File: src/rtl/uart_rx_to_bus.sv
// UART 8N1 receiver with a byte FIFO, drained as a bit-serial bus read response.
// Define UART_RX_PARITY_EN to expect an even-parity bit before the stop bit.
module uart_rx_to_bus #(
    parameter int CLKS_PER_BIT = 20,
    parameter int N            = 8,
    parameter int FIFO_DEPTH   = 4
) (
    input  logic       clk,
    input  logic       reset,
    input  logic       rx_external,
    input  logic       validIn,
    input  logic       wren,
    output logic       ready,
    output logic       validOut,
    output logic       DataOut,
    output logic       rx_busy,
    output logic       overrun,
    output logic       frame_err,
    output logic [3:0] state_out
);
    localparam int AW = $clog2(FIFO_DEPTH);
    localparam int CW = $clog2(CLKS_PER_BIT);
    localparam int IW = $clog2(N + 1);
    localparam logic [CW-1:0] HALF_END = CW'(CLKS_PER_BIT / 2 - 1);
    localparam logic [CW-1:0] BIT_END  = CW'(CLKS_PER_BIT - 1);
    localparam logic [IW-1:0] LAST_IDX = IW'(N - 1);

`ifdef UART_RX_PARITY_EN
    typedef enum logic [2:0] {
        IDLE = 3'd0, START = 3'd1, DATA = 3'd2, STOP = 3'd3, PARITY = 3'd4
    } rx_state_t;
`else
    typedef enum logic [1:0] {
        IDLE = 2'd0, START = 2'd1, DATA = 2'd2, STOP = 2'd3
    } rx_state_t;
`endif
    typedef enum logic {B_IDLE, B_SHIFT} bus_state_t;

    logic          sync1, sync2;
    rx_state_t     rx_q, rx_n;
    logic [CW-1:0] cnt_q, cnt_n;
    logic [IW-1:0] idx_q, idx_n;
    logic [N-1:0]  sh_q, sh_n;
    logic          push, ferr;

    logic [N-1:0]  mem [FIFO_DEPTH];
    logic [AW:0]   wr_ptr, rd_ptr;
    logic          empty, full, pop, do_push;

    bus_state_t    bus_q, bus_n;
    logic [IW-1:0] bcnt_q, bcnt_n;
    logic [N-1:0]  bsh_q, bsh_n;

    always_ff @(posedge clk or posedge reset) begin
        if (reset) begin
            sync1 <= 1'b1;
            sync2 <= 1'b1;
        end else begin
            sync1 <= rx_external;
            sync2 <= sync1;
        end
    end

    always_comb begin
        rx_n  = rx_q;
        cnt_n = cnt_q;
        idx_n = idx_q;
        sh_n  = sh_q;
        push  = 1'b0;
        ferr  = 1'b0;
        unique case (rx_q)
            IDLE: begin
                if (!sync2) begin
                    rx_n  = START;
                    cnt_n = '0;
                end
            end
            START: begin
                if (cnt_q == HALF_END) begin
                    cnt_n = '0;
                    idx_n = '0;
                    rx_n  = sync2 ? IDLE : DATA;
                end else begin
                    cnt_n = cnt_q + 1'b1;
                end
            end
            DATA: begin
                if (cnt_q == BIT_END) begin
                    cnt_n = '0;
                    sh_n  = {sync2, sh_q[N-1:1]};
                    if (idx_q == LAST_IDX) begin
`ifdef UART_RX_PARITY_EN
                        rx_n = PARITY;
`else
                        rx_n = STOP;
`endif
                    end else begin
                        idx_n = idx_q + 1'b1;
                    end
                end else begin
                    cnt_n = cnt_q + 1'b1;
                end
            end
`ifdef UART_RX_PARITY_EN
            PARITY: begin
                if (cnt_q == BIT_END) begin
                    cnt_n = '0;
                    if (sync2 != ^sh_q) begin
                        ferr = 1'b1;
                        rx_n = IDLE;
                    end else begin
                        rx_n = STOP;
                    end
                end else begin
                    cnt_n = cnt_q + 1'b1;
                end
            end
`endif
            STOP: begin
                if (cnt_q == BIT_END) begin
                    cnt_n = '0;
                    rx_n  = IDLE;
                    push  = sync2;
                    ferr  = !sync2;
                end else begin
                    cnt_n = cnt_q + 1'b1;
                end
            end
            default: rx_n = IDLE;
        endcase
    end

    always_ff @(posedge clk or posedge reset) begin
        if (reset) begin
            rx_q      <= IDLE;
            cnt_q     <= '0;
            idx_q     <= '0;
            sh_q      <= '0;
            frame_err <= 1'b0;
        end else begin
            rx_q      <= rx_n;
            cnt_q     <= cnt_n;
            idx_q     <= idx_n;
            sh_q      <= sh_n;
            frame_err <= ferr;
        end
    end

    // A pop in the same cycle frees the slot, so a full FIFO still takes the push.
    assign empty   = (wr_ptr == rd_ptr);
    assign full    = (wr_ptr[AW] != rd_ptr[AW]) &&
                     (wr_ptr[AW-1:0] == rd_ptr[AW-1:0]);
    assign ready   = (bus_q == B_IDLE) && !empty;
    assign pop     = validIn && !wren && ready;
    assign do_push = push && (!full || pop);

    always_ff @(posedge clk) begin
        if (do_push) mem[wr_ptr[AW-1:0]] <= sh_q;
    end

    always_ff @(posedge clk or posedge reset) begin
        if (reset) begin
            wr_ptr  <= '0;
            rd_ptr  <= '0;
            overrun <= 1'b0;
        end else begin
            if (do_push) wr_ptr <= wr_ptr + 1'b1;
            if (pop) rd_ptr <= rd_ptr + 1'b1;
            if (push && !do_push) overrun <= 1'b1;
        end
    end

    always_comb begin
        bus_n  = bus_q;
        bcnt_n = bcnt_q;
        bsh_n  = bsh_q;
        unique case (bus_q)
            B_IDLE: begin
                if (pop) begin
                    bus_n  = B_SHIFT;
                    bcnt_n = '0;
                    bsh_n  = mem[rd_ptr[AW-1:0]];
                end
            end
            B_SHIFT: begin
                bsh_n = bsh_q >> 1;
                if (bcnt_q == LAST_IDX) bus_n = B_IDLE;
                else bcnt_n = bcnt_q + 1'b1;
            end
            default: bus_n = B_IDLE;
        endcase
    end

    always_ff @(posedge clk or posedge reset) begin
        if (reset) begin
            bus_q  <= B_IDLE;
            bcnt_q <= '0;
            bsh_q  <= '0;
        end else begin
            bus_q  <= bus_n;
            bcnt_q <= bcnt_n;
            bsh_q  <= bsh_n;
        end
    end

    assign validOut  = (bus_q == B_SHIFT);
    assign DataOut   = validOut & bsh_q[0];
    assign rx_busy   = (rx_q != IDLE);
    assign state_out = {full, validOut, rx_q[1:0]};

endmodule

File: config.mk
export PLATFORM = sky130hd
export DESIGN_NAME = uart_rx_to_bus
export DESIGN_NICKNAME = d
export VERILOG_FILES = /design/src/rtl/uart_rx_to_bus.sv
export SDC_FILE = /design/constraint.sdc
export NUM_CORES = 1
export LEC_CHECK = 0
export ABC_AREA = 1
export CAP_MARGIN = 25
export CORE_MARGIN = 3
export CORE_UTILIZATION = 40
export CTS_BUF_LIST = sky130_fd_sc_hd__clkbuf_2 sky130_fd_sc_hd__clkbuf_4 sky130_fd_sc_hd__clkbuf_8
export DETAILED_ROUTE_END_ITERATION = 12
export DONT_BUFFER_PORTS = 1
export GPL_TIMING_DRIVEN = 0
export HOLD_SLACK_MARGIN = 0.03
export SKIP_LAST_GASP = 1
export SYNTH_ARGS = -nofsm -noshare
export SYNTH_HDL_FRONTEND = slang
export SYNTH_SLANG_ARGS = --single-unit
File: constraint.sdc
create_clock -name clk -period 5.7 [get_ports clk]
set_clock_uncertainty 0.2 [all_clocks]
set_input_delay 1.14 -clock clk [delete_from_list [all_inputs] [get_ports clk]]
set_output_delay 1.14 -clock clk [all_outputs]
set_load 0.02 [all_outputs]
==> impl_metrics.json <==
{
  "run_status": "complete, no violations",
  "routed_via_density": 4.74,
  "worst-endpoint-required_ps": 4360,
  "final_antenna_net_count": 0,
  "grt_first_pass_wirelength_um": 11500,
  "number_of_antenna_violations_at_the_first_check_in_global_routing": 0,
  "yosys.cell_types.count": 30,
  "detailed_placement_wirelength_estimate_um": 4520,
  "worst-path-max-fanout": 10,
  "clk_root_buffer_cell": "clkbuf_8",
  "grt_use_total_pct": 15.0,
  "worst_margin_pin_slew_ps": 801,
  "hold_slack_ps": 158,
  "routabilityCongestion": 0.798,
  "post_synth_fa_ha_maj_area_fraction_pct": 3.23,
  "first_iter_violations": 132,
  "die-height_um": 99.4,
  "power_per_cell_area_nw_per_um2": 467,
  "drt_pass1_iterations": 4,
  "fin_max_slew_vios": 0,
  "cpMaxStageDelayCell": "dfrtp_1",
  "core-area_um2": 8340,
  "via_count_of_the_first_global_routing_pass": 2328,
  "wire_per_inst_um": 13.2,
  "mostFrequentLayoutCell": "nand2_1",
  "hold_path_class": "flip-flop to flip-flop",
  "synth_mux_area_share_pct": 0,
  "cp_cell_sequence": "buf_4 > nand2_1 > nand2_1 > nor3_1 > buf_4",
  "yosys-top-cells-area": "dfrtp_1, edfxtp_1, nand2_1",
  "synth_area_leader_cell": "dfrtp_1",
  "fin_area_um2": 3870,
  "post_dp_cell_area_um2": 3640,
  "min_period_over_period_pct": 51.9,
  "synthesis.instances": 371,
  "synth.top_cell.area_share_pct": 28.7,
  "rsz0062_at_grt": "false",
  "worst_ir_drop_vdd_mv": 0.213,
  "detail_route.wirelength_um": 6500,
  "cts.reportedPaths.clkPinSlew_ps": 90,
  "critPathCaptureType": "output pin",
  "grt-ovfl-total": 0,
  "finalSetupViolations": 0,
  "cp_data_arrival_time_ps": 1620,
  "grt_max_degree": 31,
  "fin_cells": 493,
  "placedCellCount": 477,
  "ys_seq_elements": 74,
  "initial_utilization_pct": 41.8,
  "timing.reg2reg.setup_slack_ps": 3060,
  "synthesized_area_fraction_occupied_by_ao_oa_aoi_and_oai_cells_pct": 3.19,
  "max_capacitance_violation_total": 0,
  "critPathBufInv": 2,
  "htreeDepth": 3,
  "synth_xor_area_share_pct": 2.26,
  "nNetsFinal": 397,
  "horizontal_die_dimension_um": 99.4,
  "peak_per_stage_delay_on_the_critical_path_ps": 430,
  "finalSetupTns_ps": 0,
  "r2r-end": "mem[1][0]$_DFFE_PP_",
  "areaGrowthSynthToFinish_pct": 11.1,
  "synth.yosys.seq_area_share_pct": 57.7,
  "syn_area_per_cell_um2": 9.40,
  "drc": 0,
  "total_cts_buffers": 9,
  "worst_skew_pair.late_latency_ps": 340,
  "design.portCount": 15,
  "hold_path.startpoint": "sync1$_DFF_PP1_",
  "hold-path-endpoint": "sync2$_DFF_PP1_",
  "cts_tree": "done",
  "post_synth_net_total": 385,
  "cts-resized-gates": 0,
  "main_combinational_cell_family_by_area_after_synthesis": "simple AND/OR/NAND/NOR gates",
  "synth-warning-count": 0,
  "critical_path_class": "flip-flop to output pin",
  "total_number_of_vias": 2336,
  "clkSinkCount": 74,
  "post_cts.repair.setup_buffers": 0,
  "rr_startpoint": "cnt_q[0]$_DFFE_PP0P_",
  "period_minus_slack_ps": 2960,
  "final-hold-violation-count": 0,
  "synthSimpleGateAreaFrac_pct": 27.3,
  "antenna-diode-count": 0,
  "row_count": 33,
  "cts.path.max_buffers": 2,
  "achievable-frequency_ghz": 0.338,
  "ctsHoldBuffers": 0,
  "r2r.worst_path.cells": 7,
  "layout-drive-gt1-share_pct": 14.4,
  "io_buffer_count": 0,
  "syn-cell-area_um2": 3490,
  "slew_headroom_pct": 46.4,
  "start_kind": "flip-flop",
  "hold_path_depth": 0,
  "die-area_um2": 9880,
  "total_of_fill_cells_in_the_finished_design": 792,
  "cpLargestDelayFamily": "simple AND/OR/NAND/NOR gates",
  "layout.cells.most_common_list": "nand2_1, nand3_1, dfrtp_1",
  "power.leakage_uw": 0.00184
}
[state kept, by name, indices dropped and copies added, names as in the netlist, named ones only]
register   count
sync1          1
frame_err      1
mem           32
cnt_q          5
idx_q          4
bcnt_q         4
wr_ptr         3
rx_q           1
sh_q           8
sync2          1
bsh_q          8
rd_ptr         3
overrun        1
validOut       1
[per-layer routing]
metal	vias to the layer above	part of all wire (%)	routed length, µm	GRT usage (%)
met2	26	49	3180	23.8
met5	-	0	0	0
met1	1074	48	3120	19.6
li1	1232	-	-	-
met3	4	2.7	178	4.63
met4	0	0.31	20	5.04
[report_power, final]
group	switching (µW)	internal (µW)
sequential	90.8	630
combinational	401	218
clock	197	273
total	689	1120
[layout make-up]
cell class	instances	area [µm²]	area share [%]
inverters	34	133	3.42
clock inverters	5	83.8	2.16
plain buffers	12	85.1	2.20
clock buffers	11	151	3.91
repair buffers	1	20.0	0.517
well taps	105	131	3.39
flip-flops and latches	74	2010	52.0
multi-input cells	251	1260	32.4
[synth_stat cells (all sizes together)]
cell type,count
xor2,6
xnor2,3
dfstp,2
nand2,130
edfxtp,32
nor3,3
o22ai,1
nor2,17
dfrtp,40
inv,34
or2,4
a21oi,1
o211ai,1
o21ai,16
ha,9
nand3b,1
nand3,59
buf,12
[cells by family after synthesis]
| kind of cell | after synthesis |
|---|---|
| DFF | 74 |
| buffers and inverters | 46 |
| xor gates and xnor gates | 9 |
| and+or+nand+nor | 214 |
| adders and majority gates | 9 |
| AOI/OAI and AO/OA | 19 |
[how the worst max path moves through the flow]
| stage | startpoint | endpoint | slack, ps | depth (start not counted) |
|---|---|---|---|---|
| after floorplan | validIn | mem[0][0]$_DFFE_PP_ | 3020 | 6 |
| after CTS | rd_ptr[1]$_DFFE_PP0P_ | state_out[3] | 2700 | 5 |
| after global placement | validIn | mem[0][3]$_DFFE_PP_ | 2600 | 6 |
| after detailed placement | validIn | mem[0][3]$_DFFE_PP_ | 2550 | 6 |
| final | rd_ptr[1]$_DFFE_PP0P_ | state_out[3] | 2740 | 5 |
| after global routing | rd_ptr[1]$_DFFE_PP0P_ | state_out[3] | 2630 | 5 |
[through the flow]
step | total power, µW | worst slack [ps] | util, %
after global placement | 1340 | 2600 | 43.4
after global routing | 1960 | 2630 | 46.5
after detailed placement | 1360 | 2550 | 43.6
after CTS | 1830 | 2700 | 46.5
final | 1810 | 2740 | 46.5
after floorplan | 1220 | 3020 | -
[worst reg2reg max path, cell delays in order, from the launching register on]
cell and delay [ps]:
dfrtp_1 430, ha_1 230, nand2_1 80, inv_1 110, nand2_4 90, nor3_4 320, nand2_2 170, nor2_1 640
No activity file was read; power rests on OpenSTA's default activity.
==> RTL change, RTL diff (same settings) <==
Change the parameter `N` from 8 to 16.
--- a/src/rtl/uart_rx_to_bus.sv
+++ b/src/rtl/uart_rx_to_bus.sv
@@ -2,7 +2,7 @@
 // Define UART_RX_PARITY_EN to expect an even-parity bit before the stop bit.
 module uart_rx_to_bus #(
     parameter int CLKS_PER_BIT = 20,
-    parameter int N            = 8,
+    parameter int N            = 16,
     parameter int FIFO_DEPTH   = 4
 ) (
     input  logic       clk,
Function: same outputs for any inputs over 10 cycles, from zero or initial values and one cycle with reset high; that may be too few to reach the edited logic, so the function may still have changed.
==> RTL change against the original RTL <==
  * Final area rose by 60%
  * Wire length rose by 72%
  * Area after synthesis rose by 58%
  * Clock power rose by 70%
  * Sequential cell count rose by 50
  * Power rose by 51%
  * Setup slack got worse by 0.29 ns
  * Count of clock-buffer cells in the layout rose by 6
  * Critical path type unchanged
==> RTL change: results (changes against the original RTL) <==
{
  "globalRouteMet2Util": {"value": 27.29, "unit": "%", "change": "+3.5 points"},
  "powerClk": {"value": 800, "unit": "uW", "change": "+70%"},
  "worst_ir_drop_vdd": {"value": 0.3476, "unit": "mV", "change": "+63%"},
  "wirelength_met1": {"value": 5053, "unit": "um", "change": "+62%"},
  "iter_0_drt_violations": {"value": 254, "change": "+92%"},
  "slew_hr": {"value": 49.52, "unit": "%", "change": "+3.1 points"},
  "number_of_distinct_library_cells_after_synthesis": {"value": 31, "change": "+3.3%"},
  "synth_seq_area_share": {"value": 62.16, "unit": "%", "change": "+4.4 points"},
  "post_synth_main_area_contributors": {"value": "edfxtp_1, dfrtp_1, nand2_1"},
  "routed-via-count": {"value": 3755, "change": "+61%"},
  "grtUsageMet3": {"value": 4.529, "unit": "%", "change": "-0.10 points"},
  "number_of_flops_mapped_to_enable_cells_by_yosys": {"value": 64, "change": "+100%"},
  "power.internal": {"value": 1.769, "unit": "mW", "change": "+58%"},
  "crit_arrival": {"value": 1.90, "unit": "ns", "change": "+0.28 ns"},
  "starting_density": {"value": 41.29, "unit": "%", "change": "-0.53 points"},
  "run_status": {"value": "completed"},
  "num-nets-final": {"value": 597, "change": "+50%"},
  "number_of_global_route_vias_before_repair": {"value": 4022, "change": "+73%"},
  "syn_nets": {"value": 574, "change": "+49%"},
  "cts-buffers-inserted": {"value": 17, "change": "+8"},
  "gp_congestion": {"value": 0.7750, "change": "-2.9%"},
  "synthArstFlopShare": {"value": 48.39, "unit": "%", "change": "-8.4 points"},
  "clkLatencyLatePin": {"value": 0.42, "unit": "ns", "change": "+0.08 ns"},
  "largest_reg_flops": {"value": 64, "change": "+100%"},
  "power.static_leakage": {"value": 2.832, "unit": "nW", "change": "+54%"},
  "routed-wl-met3": {"value": 528, "unit": "um", "change": "+200%"},
  "globalRouteMet1Util": {"value": 20.04, "unit": "%", "change": "+0.45 points"},
  "yosys_most_used_dff": {"value": "edfxtp_1"},
  "hpwlAfterDp": {"value": 7461, "unit": "um", "change": "+65%"},
  "critical_path.startpoint": {"value": "validOut$_DFF_PP0_"},
  "worst_pin_slew": {"value": 0.7564, "unit": "ns", "change": "-0.04480 ns"},
  "grt_usage": {"value": 16.38, "unit": "%", "change": "+1.4 points"},
  "fill_cells": {"value": 1250, "change": "+58%"}
}
==> RTL change: cells by family (layout without fill, tap and decap cells) <==
| kind of cell | Yosys count | in the layout | synth area share [%] |
|---|---|---|---|
| AND/OR/NAND/NOR | 330 | 330 | 26.17 |
| flip-flops | 124 | 124 | 62.16 |
| buffers and inverters | 65 | 101 | 5.743 |
| AO/OA/AOI/OAI | 19 | 19 | 1.998 |
| adder cells (fa/ha/maj) | 11 | 11 | 2.497 |
| XOR/XNOR | 9 | 9 | 1.430 |
==> RTL change: metrics by stage <==
stage               cells  power, mW  hold WS [ns]  area, um2  util [%]
finish                770      2.738        0.1595       6217     46.58
global route          770      2.939        0.1624       6217     46.58
CTS                   770      2.758        0.1614       6217     46.58
detailed placement    738      1.955        0.1473       5804     43.49
global placement      734      1.933        0.1496       5732     42.94
floorplan             558      1.750        0.1452       5512         -
==> RTL change: path summary, 6_finish.rpt <==
kind | cells past startpoint | endpoint | slack, ns
max in group asynchronous | 2 | bsh_q[4]$_DFFE_PP0P_ | 4.18
setup reg to reg | 4 | mem[3][5]$_DFFE_PP_ | 3.15
min in group asynchronous | 1 | sh_q[12]$_DFFE_PP0P_ | 0.49
hold / removal | 0 | sync2$_DFF_PP1_ | 0.16
setup / recovery | 4 | DataOut | 2.46
hold reg to reg | 0 | sync2$_DFF_PP1_ | 0.16
==> RTL change: final cells by class <==
type	instances	area [um2]	area share [%]
sequential	124	3426	55.10
multi-input combinational	369	1777	28.58
clock buffer	17	234.0	3.763
tap	176	220.2	3.542
clock inverter	15	178.9	2.878
buffer	24	162.7	2.616
inverter	41	153.9	2.475
timing repair buffer	4	65.06	1.046
